[src/rtl/cpu_ctrl_pkg.sv]
// Shared types and constants for the multi-cycle CPU control unit.
package cpu_ctrl_pkg;

  // Controller sequencing states; HALT is only entered when halt-on-illegal is built in
  typedef enum logic [2:0] {
    FETCH  = 3'd0,
    DECODE = 3'd1,
    EXEC   = 3'd2,
    MEM    = 3'd3,
    WB     = 3'd4,
    HALT   = 3'd5
  } state_t;

  // Supported primary opcodes (instruction [31:26])
  localparam logic [5:0] OP_RTYPE = 6'h00;
  localparam logic [5:0] OP_ADDI  = 6'h08;
  localparam logic [5:0] OP_LW    = 6'h23;
  localparam logic [5:0] OP_SW    = 6'h2B;
  localparam logic [5:0] OP_BEQ   = 6'h04;
  localparam logic [5:0] OP_J     = 6'h02;

  // Next-PC mux selects
  localparam logic [1:0] PCSEL_INC  = 2'd0;
  localparam logic [1:0] PCSEL_IMM  = 2'd1;
  localparam logic [1:0] PCSEL_ADDR = 2'd2;

endpackage

[src/rtl/cpu_ctrl_decode.sv]
// Combinational instruction classifier fed from the latched opcode/funct.
module cpu_ctrl_decode
  import cpu_ctrl_pkg::*;
#(
  parameter logic [5:0] ALU_ADD = 6'h20,
  parameter logic [5:0] ALU_SUB = 6'h22
) (
  input  logic [5:0] opcode,
  input  logic [5:0] funct,
  output logic       is_r,
  output logic       is_i,
  output logic       is_j,
  output logic [5:0] alu_op,
  output logic       needs_rt,
  output logic       is_mem,
  output logic       is_store,
  output logic       illegal
);

  // Classify the opcode into type, ALU operation and operand/memory needs
  always_comb begin
    is_r     = 1'b0;
    is_i     = 1'b0;
    is_j     = 1'b0;
    alu_op   = 6'd0;
    needs_rt = 1'b0;
    is_mem   = 1'b0;
    is_store = 1'b0;
    illegal  = 1'b0;
    case (opcode)
      OP_RTYPE: begin
        is_r     = 1'b1;
        alu_op   = funct;
        needs_rt = 1'b1;
      end
      OP_ADDI: begin
        is_i   = 1'b1;
        alu_op = ALU_ADD;
      end
      OP_LW: begin
        is_i   = 1'b1;
        alu_op = ALU_ADD;
        is_mem = 1'b1;
      end
      OP_SW: begin
        is_i     = 1'b1;
        alu_op   = ALU_ADD;
        needs_rt = 1'b1;
        is_mem   = 1'b1;
        is_store = 1'b1;
      end
      OP_BEQ: begin
        is_i     = 1'b1;
        alu_op   = ALU_SUB;
        needs_rt = 1'b1;
      end
      OP_J: begin
        is_j = 1'b1;
      end
      default: begin
        illegal = 1'b1;
      end
    endcase
  end

endmodule

[src/rtl/cpu_control_fsm.sv]
// Multi-cycle CPU control FSM: FETCH/DECODE/EXEC/MEM/WB with hazard stalls in DECODE.
// Outputs are Moore registers: each transition loads the outputs of the state being entered.
// Optional build macro CPU_CTRL_HALT_ON_ILLEGAL_EN: illegal opcodes enter a sticky HALT
// state and the extra 'halted' output exists; otherwise illegal opcodes retire as NOPs.
module cpu_control_fsm
  import cpu_ctrl_pkg::*;
#(
  parameter int unsigned MAX_STALL = 8,
  parameter logic [5:0]  ALU_ADD   = 6'h20,
  parameter logic [5:0]  ALU_SUB   = 6'h22
) (
  input  logic       clk,
  input  logic       rst,
  input  logic [5:0] opcode,
  input  logic [5:0] funct,
  input  logic       is_alu_zero,
  input  logic       is_full_rnum1,
  input  logic       is_full_rnum2,
  output logic       is_load_PC,
  output logic [1:0] control_mux_for_PC,
  output logic       is_write_reg,
  output logic       is_write_mem,
  output logic       is_write_from_mem,
  output logic       is_R_type,
  output logic       is_I_type,
  output logic       is_J_type,
  output logic [5:0] opcode_alu,
  output logic       stalled,
  output logic       instr_done
`ifdef CPU_CTRL_HALT_ON_ILLEGAL_EN
  ,
  output logic       halted
`endif
);

  localparam logic [7:0] MAX_STALL_C = MAX_STALL[7:0];

  state_t     state_r;
  logic [7:0] stall_cnt_r;
  logic [5:0] opcode_r;
  logic [5:0] funct_r;

  logic       dec_r_s;
  logic       dec_i_s;
  logic       dec_j_s;
  logic [5:0] dec_alu_s;
  logic       dec_needs_rt_s;
  logic       dec_is_mem_s;
  logic       dec_is_store_s;
  logic       dec_illegal_s;
  logic       hazard_s;

  cpu_ctrl_decode #(
    .ALU_ADD (ALU_ADD),
    .ALU_SUB (ALU_SUB)
  ) u_decode (
    .opcode   (opcode_r),
    .funct    (funct_r),
    .is_r     (dec_r_s),
    .is_i     (dec_i_s),
    .is_j     (dec_j_s),
    .alu_op   (dec_alu_s),
    .needs_rt (dec_needs_rt_s),
    .is_mem   (dec_is_mem_s),
    .is_store (dec_is_store_s),
    .illegal  (dec_illegal_s)
  );

  // rt only matters for instructions that actually read it
  assign hazard_s = is_full_rnum1 | (is_full_rnum2 & dec_needs_rt_s);

  // Sequencer: state, stall counter, instruction latch and every registered output
  always_ff @(posedge clk) begin
    if (!rst) begin
      state_r            <= FETCH;
      stall_cnt_r        <= 8'd0;
      opcode_r           <= 6'd0;
      funct_r            <= 6'd0;
      is_load_PC         <= 1'b0;
      control_mux_for_PC <= PCSEL_INC;
      is_write_reg       <= 1'b0;
      is_write_mem       <= 1'b0;
      is_write_from_mem  <= 1'b0;
      is_R_type          <= 1'b0;
      is_I_type          <= 1'b0;
      is_J_type          <= 1'b0;
      opcode_alu         <= 6'd0;
      stalled            <= 1'b0;
      instr_done         <= 1'b0;
`ifdef CPU_CTRL_HALT_ON_ILLEGAL_EN
      halted             <= 1'b0;
`endif
    end else begin
      // Strobes and per-instruction outputs drop unless the entered state asserts them
      is_load_PC         <= 1'b0;
      control_mux_for_PC <= PCSEL_INC;
      is_write_reg       <= 1'b0;
      is_write_mem       <= 1'b0;
      is_write_from_mem  <= 1'b0;
      is_R_type          <= 1'b0;
      is_I_type          <= 1'b0;
      is_J_type          <= 1'b0;
      opcode_alu         <= 6'd0;
      stalled            <= 1'b0;
      instr_done         <= 1'b0;
      case (state_r)
        FETCH: begin
          // Instruction word is valid during FETCH; capture it on the way into DECODE
          opcode_r <= opcode;
          funct_r  <= funct;
          state_r  <= DECODE;
        end
        DECODE: begin
          if (hazard_s && (stall_cnt_r < MAX_STALL_C)) begin
            stall_cnt_r <= stall_cnt_r + 8'd1;
            stalled     <= 1'b1;
            state_r     <= DECODE;
          end else if (dec_illegal_s) begin
            stall_cnt_r <= 8'd0;
`ifdef CPU_CTRL_HALT_ON_ILLEGAL_EN
            halted      <= 1'b1;
            state_r     <= HALT;
`else
            // Illegal opcode retires as a NOP: sequential PC load in EXEC
            is_load_PC  <= 1'b1;
            instr_done  <= 1'b1;
            state_r     <= EXEC;
`endif
          end else begin
            stall_cnt_r <= 8'd0;
            is_R_type   <= dec_r_s;
            is_I_type   <= dec_i_s;
            is_J_type   <= dec_j_s;
            opcode_alu  <= dec_alu_s;
            state_r     <= EXEC;
            if (dec_j_s) begin
              is_load_PC         <= 1'b1;
              instr_done         <= 1'b1;
              control_mux_for_PC <= PCSEL_ADDR;
            end else if (opcode_r == OP_BEQ) begin
              // Branch outcome is taken from the zero flag at the DECODE->EXEC edge
              is_load_PC         <= 1'b1;
              instr_done         <= 1'b1;
              control_mux_for_PC <= is_alu_zero ? PCSEL_IMM : PCSEL_INC;
            end else begin
              is_load_PC <= 1'b0;
            end
          end
        end
        EXEC: begin
          if (dec_j_s || dec_illegal_s || (opcode_r == OP_BEQ)) begin
            state_r <= FETCH;
          end else if (dec_is_mem_s) begin
            is_R_type  <= dec_r_s;
            is_I_type  <= dec_i_s;
            is_J_type  <= dec_j_s;
            opcode_alu <= dec_alu_s;
            state_r    <= MEM;
            if (dec_is_store_s) begin
              is_write_mem <= 1'b1;
              is_load_PC   <= 1'b1;
              instr_done   <= 1'b1;
            end else begin
              is_write_mem <= 1'b0;
            end
          end else begin
            is_R_type    <= dec_r_s;
            is_I_type    <= dec_i_s;
            is_J_type    <= dec_j_s;
            opcode_alu   <= dec_alu_s;
            is_write_reg <= 1'b1;
            is_load_PC   <= 1'b1;
            instr_done   <= 1'b1;
            state_r      <= WB;
          end
        end
        MEM: begin
          if (dec_is_store_s) begin
            state_r <= FETCH;
          end else begin
            is_R_type         <= dec_r_s;
            is_I_type         <= dec_i_s;
            is_J_type         <= dec_j_s;
            opcode_alu        <= dec_alu_s;
            is_write_reg      <= 1'b1;
            is_write_from_mem <= 1'b1;
            is_load_PC        <= 1'b1;
            instr_done        <= 1'b1;
            state_r           <= WB;
          end
        end
        WB: begin
          state_r <= FETCH;
        end
`ifdef CPU_CTRL_HALT_ON_ILLEGAL_EN
        HALT: begin
          halted  <= 1'b1;
          state_r <= HALT;
        end
`endif
        default: begin
          state_r <= FETCH;
        end
      endcase
    end
  end

endmodule
[config.mk]
export PLATFORM = sky130hd
export DESIGN_NAME = cpu_control_fsm
export DESIGN_NICKNAME = d
export VERILOG_FILES = /design/src/rtl/cpu_ctrl_pkg.sv /design/src/rtl/cpu_ctrl_decode.sv /design/src/rtl/cpu_control_fsm.sv
export SDC_FILE = /design/constraint.sdc
export NUM_CORES = 1
export LEC_CHECK = 0
export CAP_MARGIN = 20
export CORE_MARGIN = 5
export CORE_UTILIZATION = 40
export DETAILED_ROUTE_END_ITERATION = 8
export SETUP_SLACK_MARGIN = 0.2
export SKIP_CTS_REPAIR_TIMING = 1
export SYNTH_ARGS = -nofsm -noshare
export SYNTH_HDL_FRONTEND = slang
export SYNTH_SLANG_ARGS = --single-unit
[constraint.sdc]
create_clock -name clk -period 4.6 [get_ports clk]
set_input_delay 0.69 -clock clk [delete_from_list [all_inputs] [get_ports clk]]
set_output_delay 0.69 -clock clk [all_outputs]
set_load 0.05 [all_outputs]
==> results of run 1 <==
## logic make-up (layout without fill, tap and decap cells)
| family | count (synthesis) | in the layout | synth area share, % |
|---|---|---|---|
| buffers and inverters | 11 | 46 | 3.308 |
| xor gates and xnor gates | 7 | 7 | 3.684 |
| AOI/OAI and AO/OA | 40 | 40 | 16.99 |
| and+or+nand+nor | 86 | 86 | 28.35 |
| adders and majority gates | 1 | 1 | 0.7518 |
| DFF | 39 | 39 | 46.92 |
## cells in the mapped netlist, types with 2 or more instances
master / number / share of area (%)
sky130_fd_sc_hd__dfxtp_1: 39 / 47
sky130_fd_sc_hd__nand2_1: 34 / 7.7
sky130_fd_sc_hd__a21boi_0: 12 / 5.4
sky130_fd_sc_hd__a21oi_1: 12 / 3.6
sky130_fd_sc_hd__and3_1: 11 / 4.1
sky130_fd_sc_hd__nand3_1: 11 / 3.3
sky130_fd_sc_hd__xnor2_1: 7 / 3.7
sky130_fd_sc_hd__nor2_1: 6 / 1.4
sky130_fd_sc_hd__clkbuf_1: 4 / 0.90
sky130_fd_sc_hd__o21ai_0: 4 / 1.2
sky130_fd_sc_hd__inv_1: 3 / 0.68
sky130_fd_sc_hd__nand4_1: 3 / 1.1
sky130_fd_sc_hd__a2111oi_0: 2 / 1.1
sky130_fd_sc_hd__a31oi_1: 2 / 0.75
sky130_fd_sc_hd__buf_2: 2 / 0.60
sky130_fd_sc_hd__nand2b_1: 2 / 0.75
sky130_fd_sc_hd__nor4_1: 2 / 0.75
## cell type report
type	instances	area, sq um
Clock buffer	7	76.32
Clock inverter	1	5.005
Fill cell	398	1919
Inverter	3	11.26
Multi-Input combinational cell	134	828.3
Sequential cell	39	780.7
Tap cell	50	62.56
Timing Repair Buffer	35	345.3
## worst min path at each step
stage | start | endpoint | cells past startpoint
after CTS | funct_r[0] | opcode_alu[0] | 2
after global routing | funct_r[2] | opcode_alu[2] | 2
after detailed placement | funct_r[0] | opcode_alu[0] | 2
after floorplan | funct_r[0] | opcode_alu[0] | 2
after global placement | funct_r[0] | opcode_alu[0] | 2
final | funct_r[0] | opcode_alu[0] | 2
## worst register-to-register path, delay by kind of cell, from the launching register on
family,cells,cell delay (ns)
AOI/OAI and AO/OA,3,0.64
and+or+nand+nor,2,0.76
DFF,1,0.40
## metrics by stage
stage | util, % | hold WS (ns) | power [mW] | instance area, sq um
CTS | 52.36 | 0.4758 | 0.7234 | 2110
global route | 52.36 | 0.5022 | 0.7534 | 2110
floorplan | - | 0.4246 | 0.4671 | 1664
finish | 52.36 | 0.4744 | 0.7205 | 2110
global placement | 50.16 | 0.4492 | 0.5023 | 2021
detailed placement | 50.34 | 0.4606 | 0.5082 | 2028
## power by group
group | total [mW] | switching (mW) | internal (mW)
combinational | 0.128 | 0.0741 | 0.0535
clock | 0.220 | 0.113 | 0.106
sequential | 0.373 | 0.0191 | 0.354
total | 0.721 | 0.206 | 0.514
## metal layers
layer  vias to the layer above  wire [um]  track usage (%)  part of all wire, %
met5                         -          0                0                    0
met4                         0         70            6.917                  1.9
met3                         7        165            3.243                  4.4
met2                        27       1683            22.05                   45
met1                       655       1826            19.92                   49
li1                        715          -                -                    -
==> impl_metrics.py, run 1 <==
metrics = {
    "sta": {
        "finalSetupViolations": 0,
        "layout_setup_ws_ns": 2.443,
        "finalCritPeriodShare_pct": 46.89,
        "grt_setup_unrepaired": "false",
        "finClkSkew_ns": 0.005782,
        "worstMarginPinSlew_ns": 0.7288,
        "timing.fmax_mhz": 463.7,
        "layout_min_cycle_time_ns": 2.157,
        "worst_slew_margin_rel_pct": 50.96,
        "setup_total_negative_slack_ns": 0,
        "hold_viol_final": 0,
        "pins_over_slew_limit": 0,
    },
    "die": {
        "floorplan.die.width_um": 74.50,
        "die-height_um": 74.50,
        "rows": 23,
        "core_region_area_sq_um": 4029,
        "ios": 34,
        "fp.dieArea_sq_um": 5550,
        "initial_utilization_pct": 41.30,
    },
    "worst_setup_path": {
        "worst_setup_path_type": "primary input to flop",
        "worst_r2r_path_depth": 5,
        "worst_setup_path_start_kind": "primary input",
        "rr_startpoint": "opcode_r[3]",
        "timing.critical_path.required_ns": 4.81,
        "timing.critical_path.from": "rst",
        "timing.critical_path.depth": 7,
        "cp_top_family": "buffers and inverters",
        "timing.critical_path.slowest_stage_cell": "sky130_fd_sc_hd__clkdlybuf4s50_1",
        "worstPathArrival_ns": 2.37,
        "regToRegSetupSlack_ns": 2.66,
        "r2r-end": "opcode_alu[4]",
        "cp-endpoint": "opcode_alu[2]",
        "cp_cell_sequence": "clkdlybuf4s50_1, buf_4, nand2b_1, o21bai_1, nor2_1, nand3_1, a21oi_1",
        "cp_slowest_stage_delay_ns": 0.45,
        "cp_max_fo": 28,
        "cp-end-kind": "flop",
        "critical_path_buf_inv_count": 2,
    },
    "logic_synthesis": {
        "synth-edff-count": 0,
        "ys_async_sr_fraction_pct": 0,
        "ys_warn_count": 0,
        "syn-mean-instance-area_sq_um": 9.044,
        "yosysUniqueCellTypes": 45,
        "synth.net_count": 202,
        "syn-instance-count": 184,
        "yosysSeqAreaShare_pct": 46.92,
        "postSynthRegisterBits": 39,
        "synth_ff_type": "sky130_fd_sc_hd__dfxtp_1",
        "netlist_area_before_placement_sq_um": 1664,
    },
    "cells_and_area": {
        "final_nets": 236,
        "most_common_cell_after_layout_fill_and_taps_aside": "sky130_fd_sc_hd__dfxtp_1",
        "largest_register_ffs": 8,
        "top_register": "stall_cnt_r",
        "flow.area_growth_from_synthesis_pct": 26.77,
        "final_cell_mix": "sky130_fd_sc_hd__dfxtp_1, sky130_fd_sc_hd__nand2_1, sky130_fd_sc_hd__clkdlybuf4s50_1",
        "final_layout_size_suffix_gt1_share_pct": 8.219,
        "antenna_cells_inserted": 0,
        "stdcell_count": 269,
    },
    "global_route": {
        "first_global_vias": 1353,
        "first_pass_grt_wire_length_um": 6203,
        "total_track_usage_pct": 14.65,
        "largest_net_degree_at_the_start_of_global_routing": 29,
        "antenna_found_initial": 0,
        "globalRoute.totalOverflow": 0,
    },
    "run": {
        "max_cap_violations": 0,
    },
    "clocking": {
        "cts_tree": "built",
        "cts_inserted_buffers": 5,
        "cts.sinks": 39,
        "clock_path_buffers": 2,
        "number_of_h_tree_levels": 2,
        "worst_setup_hold_path_clk_slew_ns": 0.07,
        "cts_root_buffer": "sky130_fd_sc_hd__clkbuf_8",
        "clk-insertion-delay-late_ns": 0.29,
    },
    "place": {
        "place.gp.congestion": 0.8033,
        "dp_slack_ns": 2.177,
        "place_inst": 261,
        "numPortBuffers": 33,
        "post-dp-hpwl_um": 2784,
    },
    "min_path": {
        "timing.hold.worst.class": "flop to flop",
    },
    "drt": {
        "drt_iter0_markers": 87,
        "totalWireLength_um": 3744,
        "wl_per_cell_um": 13.92,
        "drc": 0,
        "routed-via-count": 1404,
        "drt_pre_antenna_iters": 4,
        "drt-vias-per-instance": 5.219,
        "detail-route-antenna-nets": 0,
    },
    "pwr": {
        "power_leakage_nw": 0.8167,
        "powerDensity_nw_per_um2": 341.6,
        "power.ir.vdd_worst_mv": 0.1988,
    },
    "outcome": {
        "outcome": "finished, final reports clean",
    },
}
(Power assumes the default switching activity.)
==> run 2, diff against run 1 <==
PLACE_DENSITY = 0.67   (was default)
clock period = 1.8 ns   (was 4.6 ns; I/O delays follow)
==> run 2 against run 1 <==
Effect of this change: setup slack lost 2.3 ns; clock-buffer cell count is 1 lower; design area is 9.8% higher; critical path depth shrank 3; non-clock buffer count up 9; sequential cell count unchanged; cell count rose by 3.7%; critical path type is now flop to flop; core utilization is 5.1 points higher; clock power grew to 3.4 times the previous value; register-to-register slack got worse by 2.5 ns.
==> impl_metrics.py, run 2 (synthesis results as in run 1) <==
metrics = {
    "global_route": {
        "total_track_usage_pct": 14.47,
        "antenna_found_initial": 0,
        "globalRoute.totalOverflow": 0,
        "largest_net_degree_at_the_start_of_global_routing": 28,
        "first_pass_grt_wire_length_um": 6099,
        "first_global_vias": 1321,
    },
    "cells_and_area": {
        "utilization_pct": 57.48,
        "final_cell_mix": "sky130_fd_sc_hd__nand2_1, sky130_fd_sc_hd__dfxtp_1, sky130_fd_sc_hd__dlymetal6s2s_1",
        "top_register": "stall_cnt_r",
        "design_area_sq_um": 2316,
        "final_nets": 246,
        "largest_register_ffs": 8,
        "filler_cell_count": 366,
        "final_layout_size_suffix_gt1_share_pct": 17.47,
        "flow.area_growth_from_synthesis_pct": 39.17,
        "antenna_cells_inserted": 0,
    },
    "worst_setup_path": {
        "worst_r2r_path_depth": 4,
        "worst_setup_path_start_kind": "flop",
        "worstPathArrival_ns": 1.83,
        "cp-end-kind": "flop",
        "worst_setup_path_type": "flop to flop",
        "regToRegSetupSlack_ns": 0.14,
        "cp-endpoint": "opcode_alu[5]",
        "timing.critical_path.from": "state_r[0]",
        "timing.critical_path.required_ns": 1.97,
        "rr_startpoint": "state_r[0]",
        "cp_max_fo": 9,
        "r2r-end": "opcode_alu[5]",
    },
    "die": {
        "fp.dieArea_sq_um": 5550,
        "rows": 23,
        "core_region_area_sq_um": 4029,
        "ios": 34,
        "initial_utilization_pct": 41.30,
        "floorplan.die.width_um": 74.50,
        "die-height_um": 74.50,
    },
    "pwr": {
        "powerDensity_nw_per_um2": 896.4,
        "power.ir.vdd_worst_mv": 0.4220,
        "totalPowerFinal_mw": 2.076,
        "power_leakage_nw": 1.214,
    },
    "drt": {
        "wl_met3_um": 255,
        "routed-via-count": 1425,
        "drc": 0,
        "topRoutingLayerUsed": "met4",
        "drt-vias-per-instance": 5.108,
        "totalWireLength_um": 3888,
        "wl_per_cell_um": 13.94,
        "detail-route-antenna-nets": 0,
        "drt_pre_antenna_iters": 6,
        "drt-met1-wl_um": 1876,
        "drt_iter0_markers": 77,
        "wl_met2_um": 1685,
    },
    "place": {
        "numPortBuffers": 33,
        "post-dp-hpwl_um": 2730,
        "dpl_cell_area_sq_um": 2081,
        "place.gp.congestion": 0.8383,
    },
    "clocking": {
        "clock_path_buffers": 2,
        "cts_inserted_buffers": 5,
        "worst_setup_hold_path_clk_slew_ns": 0.07,
        "cts_tree": "built",
        "cts.sinks": 39,
        "clk-insertion-delay-late_ns": 0.29,
        "number_of_h_tree_levels": 2,
        "cts_root_buffer": "sky130_fd_sc_hd__clkbuf_8",
    },
    "run": {
        "max_cap_violations": 0,
    },
    "sta": {
        "pins_over_slew_limit": 0,
        "timing.fmax_mhz": 602.6,
        "worst_slew_margin_rel_pct": 65.89,
        "worstMarginPinSlew_ns": 0.5108,
        "finClkSkew_ns": 0.004131,
        "finalSetupViolations": 0,
        "finalCritPeriodShare_pct": 92.19,
        "layout_min_cycle_time_ns": 1.659,
        "setup_total_negative_slack_ns": 0,
        "grt_setup_unrepaired": "true",
        "hold_viol_final": 0,
    },
    "min_path": {
        "timing.hold.worst.class": "flop to flop",
    },
    "outcome": {
        "outcome": "finished, final reports clean",
    },
}
## run 2: critical path, cell delays in order, from the launching register on
cell and delay (ns):
sky130_fd_sc_hd__dfxtp_1 0.46, sky130_fd_sc_hd__nand2_1 0.22, sky130_fd_sc_hd__a21oi_2 0.30, sky130_fd_sc_hd__a21oi_4 0.13, sky130_fd_sc_hd__a2111oi_0 0.42
## run 2: cell type report
cell class | count | area (sq um) | share of cell area [%]
clock buffers | 6 | 82.58 | 3.566
clock inverters | 2 | 35.03 | 1.513
inverters | 3 | 11.26 | 0.4862
multi-input cells | 135 | 878.3 | 37.93
flip-flops and latches | 39 | 787.0 | 33.98
well taps | 50 | 62.56 | 2.701
repair buffers | 44 | 459.2 | 19.83
## run 2: per-layer routing
metal  global-route usage (%)  vias to the layer above
met5                        0                        -
met4                    6.719                        0
met3                    3.243                        7
met2                    21.66                       36
met1                    19.83                      645
li1                         -                      737
## run 2: report_power, final
group          switching, mW  internal (mW)
Sequential            0.0474          0.907
Combinational          0.214          0.167
Clock                  0.293          0.448
## run 2: worst min path at each step
stage	startpoint	to	slack, ns	depth (start not counted)
finish	funct_r[0]	opcode_alu[0]	0.46	2
global route	funct_r[2]	opcode_alu[2]	0.47	2
CTS	funct_r[0]	opcode_alu[0]	0.46	2
detailed placement	funct_r[0]	opcode_alu[0]	0.45	2
global placement	funct_r[0]	opcode_alu[0]	0.44	2
floorplan	funct[0]	funct_r[0]	0.41	2
## run 2: stage by stage
stage               hold WS (ns)  setup WS (ns)  instances
CTS                       0.4580        0.09924        276
finish                    0.4584         0.1407        279
global route              0.4722        0.08750        279
floorplan                 0.4149         0.2053        184
detailed placement        0.4481        0.09964        268
global placement          0.4427         0.1545        268
